--- src/rtl/fifo_read_streamer_if.sv ---
// FIFO read port and output stream of fifo_read_streamer.
// master = streamer side, slave = FIFO/consumer side.
interface fifo_read_streamer_if #(
    parameter int DATA_WIDTH = 8
);
    logic                  fifo_empty;
    logic                  read_enable;
    logic [DATA_WIDTH-1:0] fifo_data;
    logic [DATA_WIDTH-1:0] out_data;
    logic                  out_valid;
    logic                  out_ready;

    modport master (
        input  fifo_empty, fifo_data, out_ready,
        output read_enable, out_data, out_valid
    );

    modport slave (
        output fifo_empty, fifo_data, out_ready,
        input  read_enable, out_data, out_valid
    );
endinterface

--- src/rtl/fifo_read_streamer.sv ---
// Drains burst_len words from a latency-1 FIFO into a valid/ready stream,
// issuing reads only while the 2-entry skid buffer has credit for them.
module fifo_read_streamer #(
    parameter int DATA_WIDTH = 8,
    parameter int LEN_WIDTH  = 8
) (
    input  logic                 clk,
    input  logic                 reset_n,
    input  logic                 start,
    input  logic [LEN_WIDTH-1:0] burst_len,
    output logic                 busy,
    output logic                 done,
    output logic [LEN_WIDTH-1:0] words_left,
    fifo_read_streamer_if.master rd
);
    typedef enum logic [1:0] {IDLE, READ, DRAIN} state_t;

    state_t                state_q, state_d;
    logic [LEN_WIDTH-1:0]  words_left_q, words_left_d;
    logic                  inflight_q;
    logic [1:0]            occ_q, occ_d;
    logic                  head_q, head_d;
    logic [DATA_WIDTH-1:0] buf_q [2];
    logic [DATA_WIDTH-1:0] buf_d [2];
    logic                  zero_done_q, zero_done_d;

    logic rd_en;
    logic xfer;
    logic credit_ok;
    logic drain_done;

    always_comb begin
        state_d      = state_q;
        words_left_d = words_left_q;
        occ_d        = occ_q;
        head_d       = head_q;
        buf_d        = buf_q;
        zero_done_d  = 1'b0;
        drain_done   = 1'b0;

        xfer = (occ_q != 2'd0) & rd.out_ready;
        // A word leaving this cycle frees its slot for a read issued this cycle.
        credit_ok = ({1'b0, occ_q} + {2'b00, inflight_q}) < (3'd2 + {2'b00, xfer});
        rd_en = (state_q == READ) & ~rd.fifo_empty & (words_left_q != '0) & credit_ok;

        if (inflight_q) begin
            buf_d[head_q ^ occ_q[0]] = rd.fifo_data;
        end
        head_d = head_q ^ xfer;
        occ_d  = occ_q + {1'b0, inflight_q} - {1'b0, xfer};

        if (rd_en) begin
            words_left_d = words_left_q - 1'b1;
        end

        unique case (state_q)
            IDLE: begin
                if (start) begin
                    if (burst_len != '0) begin
                        state_d      = READ;
                        words_left_d = burst_len;
                    end else begin
                        zero_done_d = 1'b1;
                    end
                end
            end
            READ: begin
                if (rd_en && (words_left_q == LEN_WIDTH'(1))) begin
                    state_d = DRAIN;
                end
            end
            DRAIN: begin
                if (!inflight_q && (occ_q == 2'd0)) begin
                    state_d    = IDLE;
                    drain_done = 1'b1;
                end
            end
            default: state_d = IDLE;
        endcase
    end

    always_ff @(posedge clk or negedge reset_n) begin
        if (!reset_n) begin
            state_q      <= IDLE;
            words_left_q <= '0;
            inflight_q   <= 1'b0;
            occ_q        <= '0;
            head_q       <= 1'b0;
            buf_q[0]     <= '0;
            buf_q[1]     <= '0;
            zero_done_q  <= 1'b0;
        end else begin
            state_q      <= state_d;
            words_left_q <= words_left_d;
            inflight_q   <= rd_en;
            occ_q        <= occ_d;
            head_q       <= head_d;
            buf_q        <= buf_d;
            zero_done_q  <= zero_done_d;
        end
    end

    assign busy           = (state_q != IDLE);
    assign done           = zero_done_q | drain_done;
    assign words_left     = words_left_q;
    assign rd.read_enable = rd_en;
    assign rd.out_valid   = (occ_q != 2'd0);
    assign rd.out_data    = buf_q[head_q];
endmodule

--- src/flat_wrapper.sv ---
// flat-port wrapper written by rule: the top's interface ports become plain ports
module fifo_read_streamer_flat 
#(
    parameter int DATA_WIDTH = 8,
    parameter int LEN_WIDTH  = 8
)
  (clk, reset_n, start, burst_len, busy, done, words_left, rd_fifo_empty, rd_fifo_data, rd_out_ready, rd_read_enable, rd_out_data, rd_out_valid);
  fifo_read_streamer_if #(.DATA_WIDTH(DATA_WIDTH)) rd_i ();
  input  logic clk;
  input  logic reset_n;
  input  logic start;
  input  logic [LEN_WIDTH-1:0] burst_len;
  output logic busy;
  output logic done;
  output logic [LEN_WIDTH-1:0] words_left;
  input wire logic [$bits(rd_i.fifo_empty)-1:0] rd_fifo_empty;
  input wire logic [$bits(rd_i.fifo_data)-1:0] rd_fifo_data;
  input wire logic [$bits(rd_i.out_ready)-1:0] rd_out_ready;
  output wire logic [$bits(rd_i.read_enable)-1:0] rd_read_enable;
  output wire logic [$bits(rd_i.out_data)-1:0] rd_out_data;
  output wire logic [$bits(rd_i.out_valid)-1:0] rd_out_valid;
  assign rd_i.fifo_empty = rd_fifo_empty;
  assign rd_i.fifo_data = rd_fifo_data;
  assign rd_i.out_ready = rd_out_ready;
  assign rd_read_enable = rd_i.read_enable;
  assign rd_out_data = rd_i.out_data;
  assign rd_out_valid = rd_i.out_valid;
  fifo_read_streamer #(.DATA_WIDTH(DATA_WIDTH), .LEN_WIDTH(LEN_WIDTH)) u_core (.clk(clk), .reset_n(reset_n), .start(start), .burst_len(burst_len), .busy(busy), .done(done), .words_left(words_left), .rd(rd_i));
endmodule
--- config.mk ---
export PLATFORM = sky130hd
export DESIGN_NAME = fifo_read_streamer_flat
export DESIGN_NICKNAME = d
export VERILOG_FILES = /design/src/rtl/fifo_read_streamer_if.sv /design/src/rtl/fifo_read_streamer.sv /design/src/flat_wrapper.sv
export SDC_FILE = /design/constraint.sdc
export NUM_CORES = 1
export LEC_CHECK = 0
export ABC_CLOCK_PERIOD_IN_PS = 2500
export CORE_ASPECT_RATIO = 2
export CORE_MARGIN = 2
export CORE_UTILIZATION = 40
export CTS_CLUSTER_SIZE = 16
export DETAILED_ROUTE_END_ITERATION = 8
export DONT_BUFFER_PORTS = 1
export PLACE_DENSITY_LB_ADDON = 0.12
export REMOVE_ABC_BUFFERS = 1
export SYNTH_ARGS = -nofsm -noshare
export SYNTH_HDL_FRONTEND = slang
export SYNTH_SLANG_ARGS = --single-unit
--- constraint.sdc ---
create_clock -name clk -period 2.5 [get_ports clk]
set_input_delay 0.125 -clock clk [delete_from_list [all_inputs] [get_ports clk]]
set_output_delay 0.125 -clock clk [all_outputs]
set_load 0.03 [all_outputs]
======== After elaboration in Yosys (flattened, before gate mapping) ========
Cells that the tools add are included.
storage, ports and cells
  flip-flop bits (word level) ............. 31
  input port bits ......................... 21
  output and inout bits ................... 20
  word-level logic and storage cells ...... 65
operators by class
  add/subtract/negate cells ............... 5
  $lt $le $gt $ge ......................... 4
  equality and inequality tests ........... 7
  multiplexer cells ....................... 20
  bitwise operators ....................... 10
  reductions and logical operators ........ 11
operator list
  cell                                                                      count
  8-bit 2-to-1 mux                                                          8
  16-bit bitwise mux                                                        1
  8-bit nonzero test                                                        2
  8-bit demux with 1-bit select                                             1
  8-bit by 1-bit equality test with 1-bit output (second input constant)    1
  2-bit 2-to-1 mux                                                          4
  8-bit by 1-bit subtractor with 8-bit output (second input constant)       1
  2-bit one-hot mux with 3 select lines                                     1
  1-bit 2-to-1 mux                                                          5
  1-bit bitwise AND                                                         4
  2-bit >= comparator (second input constant)                               2
  2-bit logical NOT                                                         2
  2-bit by 1-bit inequality test with 1-bit output (second input constant)  2
  2-bit inequality test (second input constant)                             2
  1-bit NOT with 2-bit output                                               2
  4-bit AND reduction                                                       1
  2-bit nonzero test                                                        2
  2-bit by 1-bit adder with 3-bit output                                    1
  2-bit by 1-bit adder with 3-bit output (first input constant)             1
  1-bit logical AND                                                         3
  3-bit less-than comparator                                                1
  2-bit by 1-bit adder with 2-bit output                                    1
  2-bit by 1-bit equality test with 1-bit output (second input constant)    1
  2-bit equality test (second input constant)                               1
  6 further kinds                                                           7

======== Logic depth before layout (Yosys ltp) ========
  depth after elaboration ................. 9
  gate-level depth with buffers ........... 7
  depth with buffers taken out ............ 7

======== Worst setup path after synthesis ========
OpenSTA, ideal clock, no wires.
  kind .................................... register to register
  start point ............................. reg u_core.occ_q[0]
  end point ............................... reg u_core.state_q[0]
  library setup time ...................... 0.120 ns
  arrival ................................. 2.418 ns
  data required time ...................... 2.380 ns
  setup slack ............................. -0.038 ns
  cell stages (with the launch flop) ...... 7
  buffers on the path ..................... 0
  period minus slack after synthesis ...... 2.538 ns
  path through ............................ dfrtp_1 -> ha_1 -> ha_1 -> or4b_4 -> a211oi_2 -> nand3_1 -> a31o_1
between the ends
  cells in the longest elaborated chain, start to end .. 8
  elaborated cells on any way between the ends .. 12
  classes of those cells .................. add/sub: 2; order compare: 1; eq/ne: 2; bitwise: 2; reduce/logical: 5
ends and longest elaborated chain
  element                                     RTL line                  RTL
  start: declaration                          fifo_read_streamer.sv:21  logic [1:0] occ_q, occ_d;
  start signal: assignment                    fifo_read_streamer.sv:87  occ_q <= '0;
  start signal: assignment                    fifo_read_streamer.sv:96  occ_q <= occ_d;
  2-bit nonzero test                          fifo_read_streamer.sv:41  xfer = (occ_q != 2'd0) & rd.out_ready;
  1-bit bitwise AND                           fifo_read_streamer.sv:41
  2-bit by 1-bit adder with 3-bit output      fifo_read_streamer.sv:43  credit_ok = ({1'b0, occ_q} + {2'b00, inflight_q}) < (3'd2 + {2'b00, xfer});
  3-bit less-than comparator (*)              fifo_read_streamer.sv:43
  1-bit bitwise AND (*)                       fifo_read_streamer.sv:44  rd_en = (state_q == READ) & ~rd.fifo_empty & (words_left_q != '0) & credit_ok;
  named net rd_read_enable                    flat_wrapper.sv:19        output wire logic [$bits(rd_i.read_enable)-1:0] rd_read_enable;
  1-bit logical AND (*)                       fifo_read_streamer.sv:68  if (rd_en && (words_left_q == LEN_WIDTH'(1))) begin
  2-bit inequality test (no source line) (*)  -
  4-bit AND reduction (no source line) (*)    -
  end signal: assignment                      fifo_read_streamer.sv:93  state_q <= state_d;
  end: declaration                            fifo_read_streamer.sv:18  state_t state_q, state_d;
The timed path passes the listed nets; every way through them passes the cells marked *.
A chain may end at the register's enable or synchronous reset.

======== Final worst setup path ========
  start point ............................. reg u_core.inflight_q
  end point ............................... out rd_read_enable
between the ends
  cells in the longest elaborated chain, start to end .. 3
ends and longest elaborated chain
  element                                 RTL line                  RTL
  start: declaration                      fifo_read_streamer.sv:20  logic inflight_q;
  start signal: assignment                fifo_read_streamer.sv:95  inflight_q <= rd_en;
  2-bit by 1-bit adder with 3-bit output  fifo_read_streamer.sv:43
  3-bit less-than comparator              fifo_read_streamer.sv:43
  1-bit bitwise AND                       fifo_read_streamer.sv:44
  end: declaration                        flat_wrapper.sv:19
No other way between the ends.

==> flow_summary.ini <==
[pwr]
total_power_mw = 2.91
power_density_nw_per_um2 = 1430
leakage_nw = 0.852
vdd_drop_max_uv = 662

[global_routing]
grt_overflow = 0
grt_use_met2 = 0.264
grt_max_degree = 32
top_usage_layer = met2
grt_use_met1 = 0.204
grt_pass1_vias = 1182
grt_pass1_wl_um = 5760
antenna_found_initial = 0
gr-usage-met3 = 0.0443
track_usage = 0.164

[worst_hold_path]
whs_path_depth = 2
hp-class = input pin to flip-flop
holdCritStartpoint = burst_len[2]
holdPathEnd = u_core.words_left[2]

[clock_network]
clock_sinks = 31
postCtsResizedCells = 0
h-tree-depth = 2
cts_made_buffers = 5
tritoncts = done
cts-root-buf = clkbuf_8
path_clk_slew_ps = 70
clockBufferDepth = 2
clock_latency_ps = 280

[die]
dieWidth_um = 49.3
start_util = 0.409
core_um2 = 4010
std_cell_rows = 33
dieArea_um2 = 4660
pin_count = 41
die_y_um = 94.5

[setup_path]
crit_top_cell = ha_1
critPathMaxStageDelay_ps = 550
crit_arrival_ps = 2220
crit_path_end_kind = primary output
crit_path_top_delay_cell = or4b_4
r2r_slack_ps = 260
cp.required_ps = 2380
start_kind = flip-flop
r2r-start = u_core.inflight_q
cp_max_fo = 5
ff2ff_path_depth = 7
r2r-end = u_core.words_left[1]
path_class = flip-flop to primary output
path_cells = ha_1 > ha_1 > or4b_4 > a211oi_2 > buf_4

[timing]
rsz0062_at_grt = false
setup_violations = 0
slew_headroom = 0.652
setup_slack_ps = 155
fin_crit_sh = 0.938
slew_viol_final = 0
skew_ps = 4.56
hold_slack_ps = 9.75
tightest_slew_ps = 520
finalCriticalPeriod_ps = 2350
hold_viol = 0
fmax_mhz = 426

[synthesis]
netlist_area_um2 = 1640
ys_top_cells_by_area = dfrtp_1 47%, mux2_2 13%, ha_1 4.6%
ys_types = 44
synth-edff-count = 0
synth-main-ff-cell = dfrtp_1
yosysWarnings = 0
synth_commonest_cells = 31 x dfrtp_1, 19 x mux2_2, 8 x inv_1, 8 x nand2_1
avgSynthCellArea_um2 = 12.2
async_flop_share = 1.00
yosysSeqAreaShare = 0.473
yosysMostFrequentCell = dfrtp_1
ys_seq_elements = 31
syn_inst = 134
synth_top_area_cell = dfrtp_1
yosysTopAreaCellShare = 0.473

[placed_design]
port_buffers = 0
routabilityCongestion = 0.783
dp_hpwl_um = 2390
dp_slack_ps = 278

[final_layout]
post-route-util = 0.508
drive_gt1_frac = 0.290
nets = 188
num_antenna_cells = 0
fillCellCount = 370
area_growth_pct = 24.2

[drt]
vias_per_cell = 5.28
ant_nets = 0
dr.first_iter.drc_count = 22
wirelength_um = 3420
drc = 0
num_vias = 1130
wl_per_cell_um = 16.0
first_pass_iters = 4

[run_status]
status = completed

[flow_run]
max_cap_viol_count = 0
-- routing by layer --
metal	up-vias	routed length (um)
li1	535	-
met1	556	1480
met2	35	1700
met3	4	188
met4	0	49
met5	-	0
-- how the worst max path moves through the flow --
| stage | startpoint | end | slack [ps] | depth (start not counted) |
|---|---|---|---|---|
| floorplan | u_core.occ_q[0] | u_core.state_q[0] | -40 | 6 |
| global placement | u_core.inflight_q | u_core.words_left[1] | 310 | 7 |
| detailed placement | u_core.inflight_q | u_core.words_left[1] | 280 | 7 |
| CTS | u_core.inflight_q | rd_read_enable | 140 | 5 |
| global route | u_core.inflight_q | rd_read_enable | 60 | 5 |
| finish | u_core.inflight_q | rd_read_enable | 150 | 5 |
-- cells in the final DEF (no fill, tap or decap), types with 2 or more instances in the layout --
cell / instances
mux2_1: 5
xnor2_1: 6
ha_1: 6
inv_1: 8
nor4_1: 2
dfrtp_1: 31
nor2_1: 5
nand2_1: 8
clkbuf_8: 6
mux2_2: 19
xor2_1: 2
and3_1: 2
or2_2: 2
nor4_4: 2
a221o_1: 2
o21ai_1: 4
buf_4: 5
dlygate4sd3_1: 17
-- critical path: cells and delay by family (launching register included) --
family                     cells  cell delay [ps]
and+or+nand+nor                1              550
DFF                            1              410
adders and majority gates      2              370
AOI/OAI and AO/OA              1              360
buffers and inverters          1              240
-- layout make-up --
cell class | count | area (um^2) | area share
multi-input cells | 92 | 820 | 0.403
flip-flops and latches | 31 | 776 | 0.381
repair buffers | 23 | 228 | 0.112
clock buffers | 6 | 82.6 | 0.0406
well taps | 52 | 65.1 | 0.0320
clock inverters | 2 | 35.0 | 0.0172
inverters | 8 | 30.0 | 0.0148
-- kinds of logic (layout without fill, tap and decap cells) --
family / Yosys count / count (layout) / synth area share
flops: 31 / 31 / 0.473
simple gates: 36 / 36 / 0.155
xor+xnor: 8 / 8 / 0.0427
compound gates: 17 / 17 / 0.0855
mux: 25 / 25 / 0.171
buf+inv: 11 / 39 / 0.0267
fa+ha+maj: 6 / 6 / 0.0458
-- state kept, by name, summed over array words and instances (netlist names) --
| signal | flops |
|---|---|
| u_core.inflight_q | 1 |
| u_core.words_left | 8 |
| u_core.zero_done_q | 1 |
| u_core.buf_q | 16 |
| u_core.occ_q | 2 |
| u_core.head_q | 1 |
| u_core.state_q | 2 |
-- stage by stage --
step | std cells | area [um^2] | setup TNS (ps)
2_1_floorplan | 131 | 1630 | -37.6
3_3_place_gp | 188 | 1730 | 0
3_5_place_dp | 188 | 1730 | 0
4_1_cts | 214 | 2040 | 0
5_1_grt | 214 | 2040 | 0
6_report | 214 | 2040 | 0
-- power by group --
part | switching, mW | leakage, nW | internal [mW]
logic | 0.768 | 0.421 | 0.586
registers | 0.308 | 0.369 | 0.741
clock network | 0.185 | 0.0612 | 0.322
-- timing repair --
item	in CTS	in global routing
setup buffers	0	0
hold buffers	18	0
endpoints found under the hold margin	55	0
No activity file was read; power rests on OpenSTA's default activity.
